### src/rtl/rename_map_table_if.sv
`default_nettype none
// ============================================================================
// Module      : rename_map_table_if
// Description : Bundle of issue, source-lookup, CDB-snoop, register-file write
//               and flush signals for the register-rename map table.
//               The src_fwd_data signal exists only when MT_CDB_BYPASS_EN is
//               defined.
// Revision    : 1.0 - initial release
// ============================================================================
interface rename_map_table_if #(
    parameter int NUM_REGS = 32,
    parameter int TAG_W    = 3,
    parameter int XLEN     = 32,
    parameter int NUM_SRC  = 3,
    parameter int NUM_CDB  = 2
);
    localparam int AW = $clog2(NUM_REGS);

    logic                     issue_valid;
    logic                     issue_rd_we;
    logic [AW-1:0]            issue_rd_addr;
    logic [TAG_W-1:0]         issue_tag;
    logic [NUM_SRC-1:0]       src_used;
    logic [NUM_SRC*AW-1:0]    src_addr;
    logic [NUM_SRC*TAG_W-1:0] src_tag;
    logic [NUM_SRC-1:0]       src_ready;
    logic [NUM_CDB-1:0]       cdb_valid;
    logic [NUM_CDB*TAG_W-1:0] cdb_tag;
    logic [NUM_CDB*XLEN-1:0]  cdb_data;
    logic [NUM_CDB-1:0]       rf_we;
    logic [NUM_CDB*AW-1:0]    rf_addr;
    logic [NUM_CDB*XLEN-1:0]  rf_data;
    logic                     flush;
    logic [NUM_REGS-1:0]      busy_vec;
`ifdef MT_CDB_BYPASS_EN
    logic [NUM_SRC*XLEN-1:0]  src_fwd_data;
`endif

    // Issue/dispatch side: drives requests, observes the table.
    modport master (
        output issue_valid, issue_rd_we, issue_rd_addr, issue_tag,
        output src_used, src_addr, cdb_valid, cdb_tag, cdb_data, flush,
        input  src_tag, src_ready, rf_we, rf_addr, rf_data, busy_vec
`ifdef MT_CDB_BYPASS_EN
        , input src_fwd_data
`endif
    );

    // Map-table side.
    modport slave (
        input  issue_valid, issue_rd_we, issue_rd_addr, issue_tag,
        input  src_used, src_addr, cdb_valid, cdb_tag, cdb_data, flush,
        output src_tag, src_ready, rf_we, rf_addr, rf_data, busy_vec
`ifdef MT_CDB_BYPASS_EN
        , output src_fwd_data
`endif
    );
endinterface
`default_nettype wire

### src/rtl/rename_map_table.sv
`default_nettype none
// ============================================================================
// Module      : rename_map_table
// Description : Register-rename map table. One {busy, tag} entry per
//               architectural register; provides producer tags to issue,
//               snoops NUM_CDB result buses to release registers and drive the
//               register-file write ports. Newest writer wins, stale results
//               are dropped, x0 is never renamed, flush clears everything.
//               Optional macro MT_CDB_BYPASS_EN: same-cycle CDB bypass on
//               lookup with an extra src_fwd_data output.
// Revision    : 1.0 - initial release
// ============================================================================
module rename_map_table #(
    parameter int NUM_REGS = 32,
    parameter int TAG_W    = 3,
    parameter int XLEN     = 32,
    parameter int NUM_SRC  = 3,
    parameter int NUM_CDB  = 2
) (
    input  wire logic         CLK,
    input  wire logic         RST,
    rename_map_table_if.slave bus
);
    localparam int AW = $clog2(NUM_REGS);

    logic [NUM_REGS-1:0]      r_busy;
    logic [TAG_W-1:0]         r_tag [NUM_REGS];

    logic                     w_ren;
    logic [NUM_CDB-1:0]       w_rf_we;
    logic [AW-1:0]            w_rf_addr [NUM_CDB];
    logic [NUM_REGS-1:0]      w_rel;
    logic [NUM_SRC-1:0]       w_lk_busy;
    logic [TAG_W-1:0]         w_lk_tag [NUM_SRC];
    logic [NUM_SRC-1:0]       w_src_ready;
    logic [NUM_SRC*TAG_W-1:0] w_src_tag;
`ifdef MT_CDB_BYPASS_EN
    logic [NUM_SRC*XLEN-1:0]  w_src_fwd;
`endif

    // A rename only happens for a real destination with a real tag.
    assign w_ren = bus.issue_valid && bus.issue_rd_we &&
                   (bus.issue_rd_addr != '0) && (bus.issue_tag != '0);

    // Per-channel release detect: find the register still waiting on this tag,
    // then drop duplicates, results killed by a same-cycle rename, and flush.
    always_comb begin
        w_rf_we = '0;
        for (int c = 0; c < NUM_CDB; c++) begin
            w_rf_addr[c] = '0;
            for (int r = 1; r < NUM_REGS; r++) begin
                if (bus.cdb_valid[c] && r_busy[r] &&
                    (r_tag[r] == bus.cdb_tag[c*TAG_W +: TAG_W])) begin
                    w_rf_we[c]   = 1'b1;
                    w_rf_addr[c] = AW'(r);
                end
            end
            for (int j = 0; j < NUM_CDB; j++) begin
                if ((j < c) && bus.cdb_valid[j] &&
                    (bus.cdb_tag[j*TAG_W +: TAG_W] == bus.cdb_tag[c*TAG_W +: TAG_W]))
                    w_rf_we[c] = 1'b0;
            end
            if (w_ren && (bus.issue_rd_addr == w_rf_addr[c]))
                w_rf_we[c] = 1'b0;
            if (bus.flush || RST)
                w_rf_we[c] = 1'b0;
        end
    end

    // Collapse the per-channel releases into a per-register clear mask.
    always_comb begin
        w_rel = '0;
        for (int c = 0; c < NUM_CDB; c++) begin
            for (int r = 0; r < NUM_REGS; r++) begin
                if (w_rf_we[c] && (w_rf_addr[c] == AW'(r)))
                    w_rel[r] = 1'b1;
            end
        end
    end

    // Table update: flush beats rename, rename beats release.
    always_ff @(posedge CLK or posedge RST) begin
        if (RST) begin
            r_busy <= '0;
            for (int r = 0; r < NUM_REGS; r++)
                r_tag[r] <= '0;
        end else begin
            for (int r = 0; r < NUM_REGS; r++) begin
                if (bus.flush) begin
                    r_busy[r] <= 1'b0;
                    r_tag[r]  <= '0;
                end else if (w_ren && (bus.issue_rd_addr == AW'(r))) begin
                    r_busy[r] <= 1'b1;
                    r_tag[r]  <= bus.issue_tag;
                end else if (w_rel[r]) begin
                    r_busy[r] <= 1'b0;
                    r_tag[r]  <= '0;
                end
            end
        end
    end

    // Source lookup against current state; x0 is never busy so it reads ready.
    always_comb begin
        for (int k = 0; k < NUM_SRC; k++) begin
            w_lk_busy[k] = 1'b0;
            w_lk_tag[k]  = '0;
            for (int r = 1; r < NUM_REGS; r++) begin
                if (bus.src_used[k] && r_busy[r] &&
                    (bus.src_addr[k*AW +: AW] == AW'(r))) begin
                    w_lk_busy[k] = 1'b1;
                    w_lk_tag[k]  = r_tag[r];
                end
            end
        end
    end

    // Lookup result, optionally short-circuited by a same-cycle CDB match.
    always_comb begin
        w_src_ready = '1;
        w_src_tag   = '0;
`ifdef MT_CDB_BYPASS_EN
        w_src_fwd   = '0;
`endif
        for (int k = 0; k < NUM_SRC; k++) begin
            if (w_lk_busy[k]) begin
                w_src_ready[k]              = 1'b0;
                w_src_tag[k*TAG_W +: TAG_W] = w_lk_tag[k];
            end
`ifdef MT_CDB_BYPASS_EN
            // Walk channels high to low so the lowest matching channel wins.
            for (int c = NUM_CDB - 1; c >= 0; c--) begin
                if (w_lk_busy[k] && bus.cdb_valid[c] &&
                    (bus.cdb_tag[c*TAG_W +: TAG_W] == w_lk_tag[k])) begin
                    w_src_ready[k]              = 1'b1;
                    w_src_tag[k*TAG_W +: TAG_W] = '0;
                    w_src_fwd[k*XLEN +: XLEN]   = bus.cdb_data[c*XLEN +: XLEN];
                end
            end
`endif
        end
    end

    assign bus.src_ready = w_src_ready;
    assign bus.src_tag   = w_src_tag;
    assign bus.rf_we     = w_rf_we;
    assign bus.rf_data   = bus.cdb_data;
    assign bus.busy_vec  = r_busy;
`ifdef MT_CDB_BYPASS_EN
    assign bus.src_fwd_data = w_src_fwd;
`endif

    generate
        for (genvar c = 0; c < NUM_CDB; c++) begin : g_rf_addr
            assign bus.rf_addr[c*AW +: AW] = w_rf_addr[c];
        end
    endgenerate

endmodule
`default_nettype wire

### src/flat_wrapper.sv
// flat-port wrapper written by rule: the top's interface ports become plain ports
module rename_map_table_flat 
#(
    parameter int NUM_REGS = 32,
    parameter int TAG_W    = 3,
    parameter int XLEN     = 32,
    parameter int NUM_SRC  = 3,
    parameter int NUM_CDB  = 2
)
  (CLK, RST, bus_issue_valid, bus_issue_rd_we, bus_issue_rd_addr, bus_issue_tag, bus_src_used, bus_src_addr, bus_cdb_valid, bus_cdb_tag, bus_cdb_data, bus_flush, bus_src_tag, bus_src_ready, bus_rf_we, bus_rf_addr, bus_rf_data, bus_busy_vec);
  rename_map_table_if #(.NUM_REGS(NUM_REGS), .TAG_W(TAG_W), .XLEN(XLEN), .NUM_SRC(NUM_SRC), .NUM_CDB(NUM_CDB)) bus_i ();
  input  wire logic CLK;
  input  wire logic RST;
  input wire logic [$bits(bus_i.issue_valid)-1:0] bus_issue_valid;
  input wire logic [$bits(bus_i.issue_rd_we)-1:0] bus_issue_rd_we;
  input wire logic [$bits(bus_i.issue_rd_addr)-1:0] bus_issue_rd_addr;
  input wire logic [$bits(bus_i.issue_tag)-1:0] bus_issue_tag;
  input wire logic [$bits(bus_i.src_used)-1:0] bus_src_used;
  input wire logic [$bits(bus_i.src_addr)-1:0] bus_src_addr;
  input wire logic [$bits(bus_i.cdb_valid)-1:0] bus_cdb_valid;
  input wire logic [$bits(bus_i.cdb_tag)-1:0] bus_cdb_tag;
  input wire logic [$bits(bus_i.cdb_data)-1:0] bus_cdb_data;
  input wire logic [$bits(bus_i.flush)-1:0] bus_flush;
  output wire logic [$bits(bus_i.src_tag)-1:0] bus_src_tag;
  output wire logic [$bits(bus_i.src_ready)-1:0] bus_src_ready;
  output wire logic [$bits(bus_i.rf_we)-1:0] bus_rf_we;
  output wire logic [$bits(bus_i.rf_addr)-1:0] bus_rf_addr;
  output wire logic [$bits(bus_i.rf_data)-1:0] bus_rf_data;
  output wire logic [$bits(bus_i.busy_vec)-1:0] bus_busy_vec;
  assign bus_i.issue_valid = bus_issue_valid;
  assign bus_i.issue_rd_we = bus_issue_rd_we;
  assign bus_i.issue_rd_addr = bus_issue_rd_addr;
  assign bus_i.issue_tag = bus_issue_tag;
  assign bus_i.src_used = bus_src_used;
  assign bus_i.src_addr = bus_src_addr;
  assign bus_i.cdb_valid = bus_cdb_valid;
  assign bus_i.cdb_tag = bus_cdb_tag;
  assign bus_i.cdb_data = bus_cdb_data;
  assign bus_i.flush = bus_flush;
  assign bus_src_tag = bus_i.src_tag;
  assign bus_src_ready = bus_i.src_ready;
  assign bus_rf_we = bus_i.rf_we;
  assign bus_rf_addr = bus_i.rf_addr;
  assign bus_rf_data = bus_i.rf_data;
  assign bus_busy_vec = bus_i.busy_vec;
  rename_map_table #(.NUM_REGS(NUM_REGS), .TAG_W(TAG_W), .XLEN(XLEN), .NUM_SRC(NUM_SRC), .NUM_CDB(NUM_CDB)) u_core (.CLK(CLK), .RST(RST), .bus(bus_i));
endmodule
### config.mk
export PLATFORM = sky130hd
export DESIGN_NAME = rename_map_table_flat
export DESIGN_NICKNAME = d
export VERILOG_FILES = /design/src/rtl/rename_map_table_if.sv /design/src/rtl/rename_map_table.sv /design/src/flat_wrapper.sv
export SDC_FILE = /design/constraint.sdc
export NUM_CORES = 1
export LEC_CHECK = 0
export ABC_AREA = 1
export CAP_MARGIN = 0
export CELL_PAD_IN_SITES_DETAIL_PLACEMENT = 0
export CELL_PAD_IN_SITES_GLOBAL_PLACEMENT = 1
export CORE_MARGIN = 8
export CORE_UTILIZATION = 35
export CTS_CLUSTER_DIAMETER = 60
export DETAILED_ROUTE_END_ITERATION = 12
export GPL_ROUTABILITY_DRIVEN = 0
export GPL_TIMING_DRIVEN = 0
export PLACE_DENSITY_LB_ADDON = 0.1
export SKIP_CTS_REPAIR_TIMING = 1
export SLEW_MARGIN = 20
export SYNTH_ARGS = -nofsm -noshare
export SYNTH_HDL_FRONTEND = slang
export SYNTH_SLANG_ARGS = --single-unit
### constraint.sdc
create_clock -name CLK -period 4.8 [get_ports CLK]
set_input_delay 0.48 -clock CLK [delete_from_list [all_inputs] [get_ports CLK]]
set_output_delay 0.48 -clock CLK [all_outputs]
set_load 0.02 [all_outputs]
# Yosys cells after proc, flatten, opt, wreduce, memory -nomap -nowiden
# Cells that the tools add are included.
# op_classes
eq_ne,251
n_mux,574
n_reduce_logical,450
# op_table
cell,n
3-bit two-way mux,193
5-bit equality test (second input constant),96
1-bit logical AND,412
1-bit two-way mux,325
5-bit by 4-bit equality test with 1-bit output (second input constant),48
5-bit two-way mux,46
3-bit equality test,63
5-bit by 3-bit equality test with 1-bit output (second input constant),24
3-bit nonzero test,33
5-bit by 2-bit equality test with 1-bit output (second input constant),12
4-bit two-way mux,8
5-bit by 1-bit equality test with 1-bit output (second input constant),6
5-bit zero test,3
5-bit equality test,2
5-bit nonzero test,1
2-bit two-way mux,2
1-bit logical OR,1
# totals
ff_bits,125
out_inout_bits,120

# Depth between registers and ports, before layout
# logic_depth
ltp_word,43
ltp_mapped,42
depth_no_buf,40

# Worst setup path after synthesis
# Ideal clock, no wire load.
# synth_path
path_type,input to output
startpoint,input RST
endpoint,output bus_rf_we[0]
setup_slack_ns,0.071
cell_stages,5
t_required_ns,4.320
t_arrival_ns,4.249
n_path_buf,1
cell_sequence,inv_1 -> nand2_1 -> a31oi_1 -> buf_2 -> and2_1
# synth_via
elab_chain_len,2
# synth_lines
element,line_no,rtl
from (decl),flat_wrapper.sv:13,input wire logic RST;
1-bit logical OR,rename_map_table.sv:65,if (bus.flush || RST)
1-bit two-way mux,rename_map_table.sv:65,
to (decl),flat_wrapper.sv:26,output wire logic [$bits(bus_i.rf_we)-1:0] bus_rf_we;
# No other way between the ends.

# Final worst setup path
# layout_path
startpoint,input bus_src_addr[14]
endpoint,output bus_src_ready[2]
# layout_via
elab_chain_len,34
word_cells_on_any_way,94
# layout_lines
element,line_no,rtl
from (decl),flat_wrapper.sv:19,input wire logic [$bits(bus_i.src_addr)-1:0] bus_src_addr;
5-bit by 1-bit equality test with 1-bit output,rename_map_table.sv:110,(bus.src_addr[k*AW +: AW] == AW'(r))) begin
1-bit logical AND,rename_map_table.sv:109,if (bus.src_used[k] && r_busy[r] &&
1-bit two-way mux (30 in series),rename_map_table.sv:109,
1-bit two-way mux *,rename_map_table.sv:109,
1-bit two-way mux *,rename_map_table.sv:126,if (w_lk_busy[k]) begin
to (decl),flat_wrapper.sv:25,output wire logic [$bits(bus_i.src_ready)-1:0] bus_src_ready;
# Mark *: on every way between the ends. The rest lies on a longest branch, timed or not.

==> out/qor.txt <==
Sequential-to-total area share from yosys stat: 21.0%
Share of cells above drive strength 1: 11.5%
Reg2Reg Setup Slack: 0.78 ns
Final core utilization: 43.2%
Yosys top cell area share: 21.0%
Antenna-violating nets left: 0
Max Freq: 213 MHz
Worst-margin pin slew: 0.912 ns
Min Tclk post-route: 4.69 ns
WL per Instance: 21.9 µm
Crit start category: input pin
Path depth of the worst reg2reg path: 29
Layout Skew: 0.0102 ns
Ys async rst share: 100%
Drt pass-1 iters: 5
Worst r2r src: u_core.r_tag[54]$_DFFE_PP0P_
Gate Count Post-Synth: 2,618
Synth top area cells: dfrtp_1 (21%), nand2_1 (20%), inv_1 (9.1%)
Worst-path clk slew: 0.06 ns
Worst reg2reg endpoint: u_core.bus.busy_vec[5]$_DFFE_PP0P_
Chip Height: 222 µm
Synth warnings: 0
Cts bufs inserted: 17
Sink Count: 125
Core box area: 41,900 µm²
Post-DR vias/cell: 5.45
Routed WL: 73.2 mm
Initial Util: 35.5%
H-tree levels: 4
Gr usage total: 28.3%
Diodes inserted: 0
Final worst setup slack: 0.111 ns
Die area: 49,400 µm²
Chip width: 222 µm
Post-synth EDFFs: 0
Std cell rows: 75
Nets: 2,901
Area Growth Syn to Fin: 21.5%
Setup_tns: 0 ns
Pin count of the biggest net entering global routing: 98
Worst slack at placement: -0.553 ns
Mapped Area: 14,900 µm²
Worst endpoint required time: 4.32 ns
Worst skew pair latency: 0.42 ns
I/O Buffers: 148
Crit end category: output pin
IO Pins: 223
DRC Markers: 0
Library cells used by synthesis: 56
LEAKAGE: 8.50 nW
Most used flip-flop cell after synthesis: dfrtp_1
Max-slew violation total from the final report: 0
Total grt overflow: 0
Outcome: finished clean
Largest fanout on the critical path: 10
First-pass GRT wire length: 107 mm
Worst slew margin: 38.8%
HPWL after detailed placement: 61.0 mm
Syn nets: 2,721
Antenna violations before repair: 0
Yosys top cell by area: dfrtp_1
Synth Register Bits: 125
Vias in the first global route: 16.6k
Crit Path Class: input pin to output pin
# setup viols final: 0
Drt initial violations: 1,843
CTS root buf: clkbuf_16
Endpoints failing hold: 0
Power density over cell area: 165 nW/µm²
Final period util: 97.7%
CTS tree: built
RSZ-0062 raised after global routing: no
Clock buffer depth: 2
Worst vdd ir: 0.194 mV
CP Data Arrival Time: 4.21 ns
Max-cap violations: 0
Hold crit path type: input pin to asynchronous set/reset pin
Total number of vias: 18.3k
Mean post-synth cell area: 5.69 µm²
[worst max-delay path by stage]
stage	startpoint	endpoint	slack, ns	cells past startpoint
5_1_grt	u_core.r_tag[86]$_DFFE_PP0P_	bus_rf_we[0]	0.006	39
4_1_cts	bus_src_addr[9]	bus_src_tag[3]	-0.55	19
2_1_floorplan	RST	bus_rf_we[0]	0.07	5
6_report	bus_src_addr[14]	bus_src_ready[2]	0.11	9
3_3_place_gp	RST	bus_rf_we[0]	-3.12	7
3_5_place_dp	bus_src_addr[9]	bus_src_tag[3]	-0.55	19
[registers in the layout, indices dropped and copies added (netlist names)]
signal,count
u_core.r_tag,93
u_core.bus.busy_vec,32
[area by class of cell]
cell class | count | area (µm²)
multi-input combinational | 1922 | 9370
inverter | 401 | 1520
buffer | 165 | 1110
clock buffer | 22 | 494
timing repair buffer | 166 | 1660
tap | 539 | 674
clock inverter | 9 | 133
sequential | 125 | 3150
fill | 4562 | 23800
[Yosys cell counts (all sizes together) (5+ instances only)]
| master | number |
|---|---|
| nand2 | 818 |
| inv | 398 |
| nor2 | 367 |
| nand3 | 253 |
| dfrtp | 125 |
| buf | 118 |
| nor4 | 87 |
| nand4 | 81 |
| o21ai | 69 |
| nor3 | 57 |
| clkbuf | 52 |
| xor2 | 49 |
| a21oi | 42 |
| o211ai | 35 |
| o22ai | 12 |
| a31oi | 6 |
| o2111ai | 6 |
| o221ai | 6 |
| xnor2 | 5 |
[logic make-up (layout without fill, tap and decap cells)]
group | count (synthesis) | count (layout) | synth area share [%]
simple gates | 1673 | 1673 | 50.1
buf+inv | 571 | 763 | 17.6
flops | 125 | 125 | 21.0
compound gates | 195 | 195 | 8.12
xor+xnor | 54 | 54 | 3.17
[through the flow]
step	cell area (µm²)	hold WS [ns]	instances	total power (W)
4_1_cts	17700	0.414	3337	0.00298
3_5_place_dp	17100	0.491	3306	0.00163
5_1_grt	18100	0.424	3349	0.00309
2_1_floorplan	14900	0.489	2618	0.00142
6_report	18100	0.413	3349	0.00299
3_3_place_gp	17100	0.486	3305	0.00163
[layer usage]
metal / vias to the layer above / track usage, % / wire (µm)
li1: 8674 / - / -
met1: 8478 / 38.3 / 31600
met3: 154 / 4.99 / 6760
met5: - / 0 / 0
met2: 954 / 44.6 / 31900
met4: 0 / 10.5 / 2890
[worst max-delay path, cell delays in order]
cell,delay [ns]
clkdlybuf4s50_1,0.46
clkbuf_2,0.26
nand2_1,0.24
clkbuf_1,0.48
nor3_1,0.29
nor4_1,0.59
nand4_1,0.20
nor4_1,0.48
clkdlybuf4s50_1,0.71
[where the power goes]
part	leakage [nW]	internal [W]	switching, W
combinational	6.48	0.000200	0.000361
sequential	1.72	0.00106	0.0000126
clock	0.305	0.000883	0.000472
[placed cells by master, fill, tap and decap left out, types with 44 or more instances in the layout]
master and instances:
xor2_1 49, clkdlybuf4s50_1 134, nor4_1 70, nand2_1 807, clkbuf_1 44, inv_1 352, nand3_1 218, o21ai_0 60
dfrtp_1 108, nor3_1 55, buf_4 91, nor2_1 348, nand4_1 81
Power figures use the tool's default switching activity.
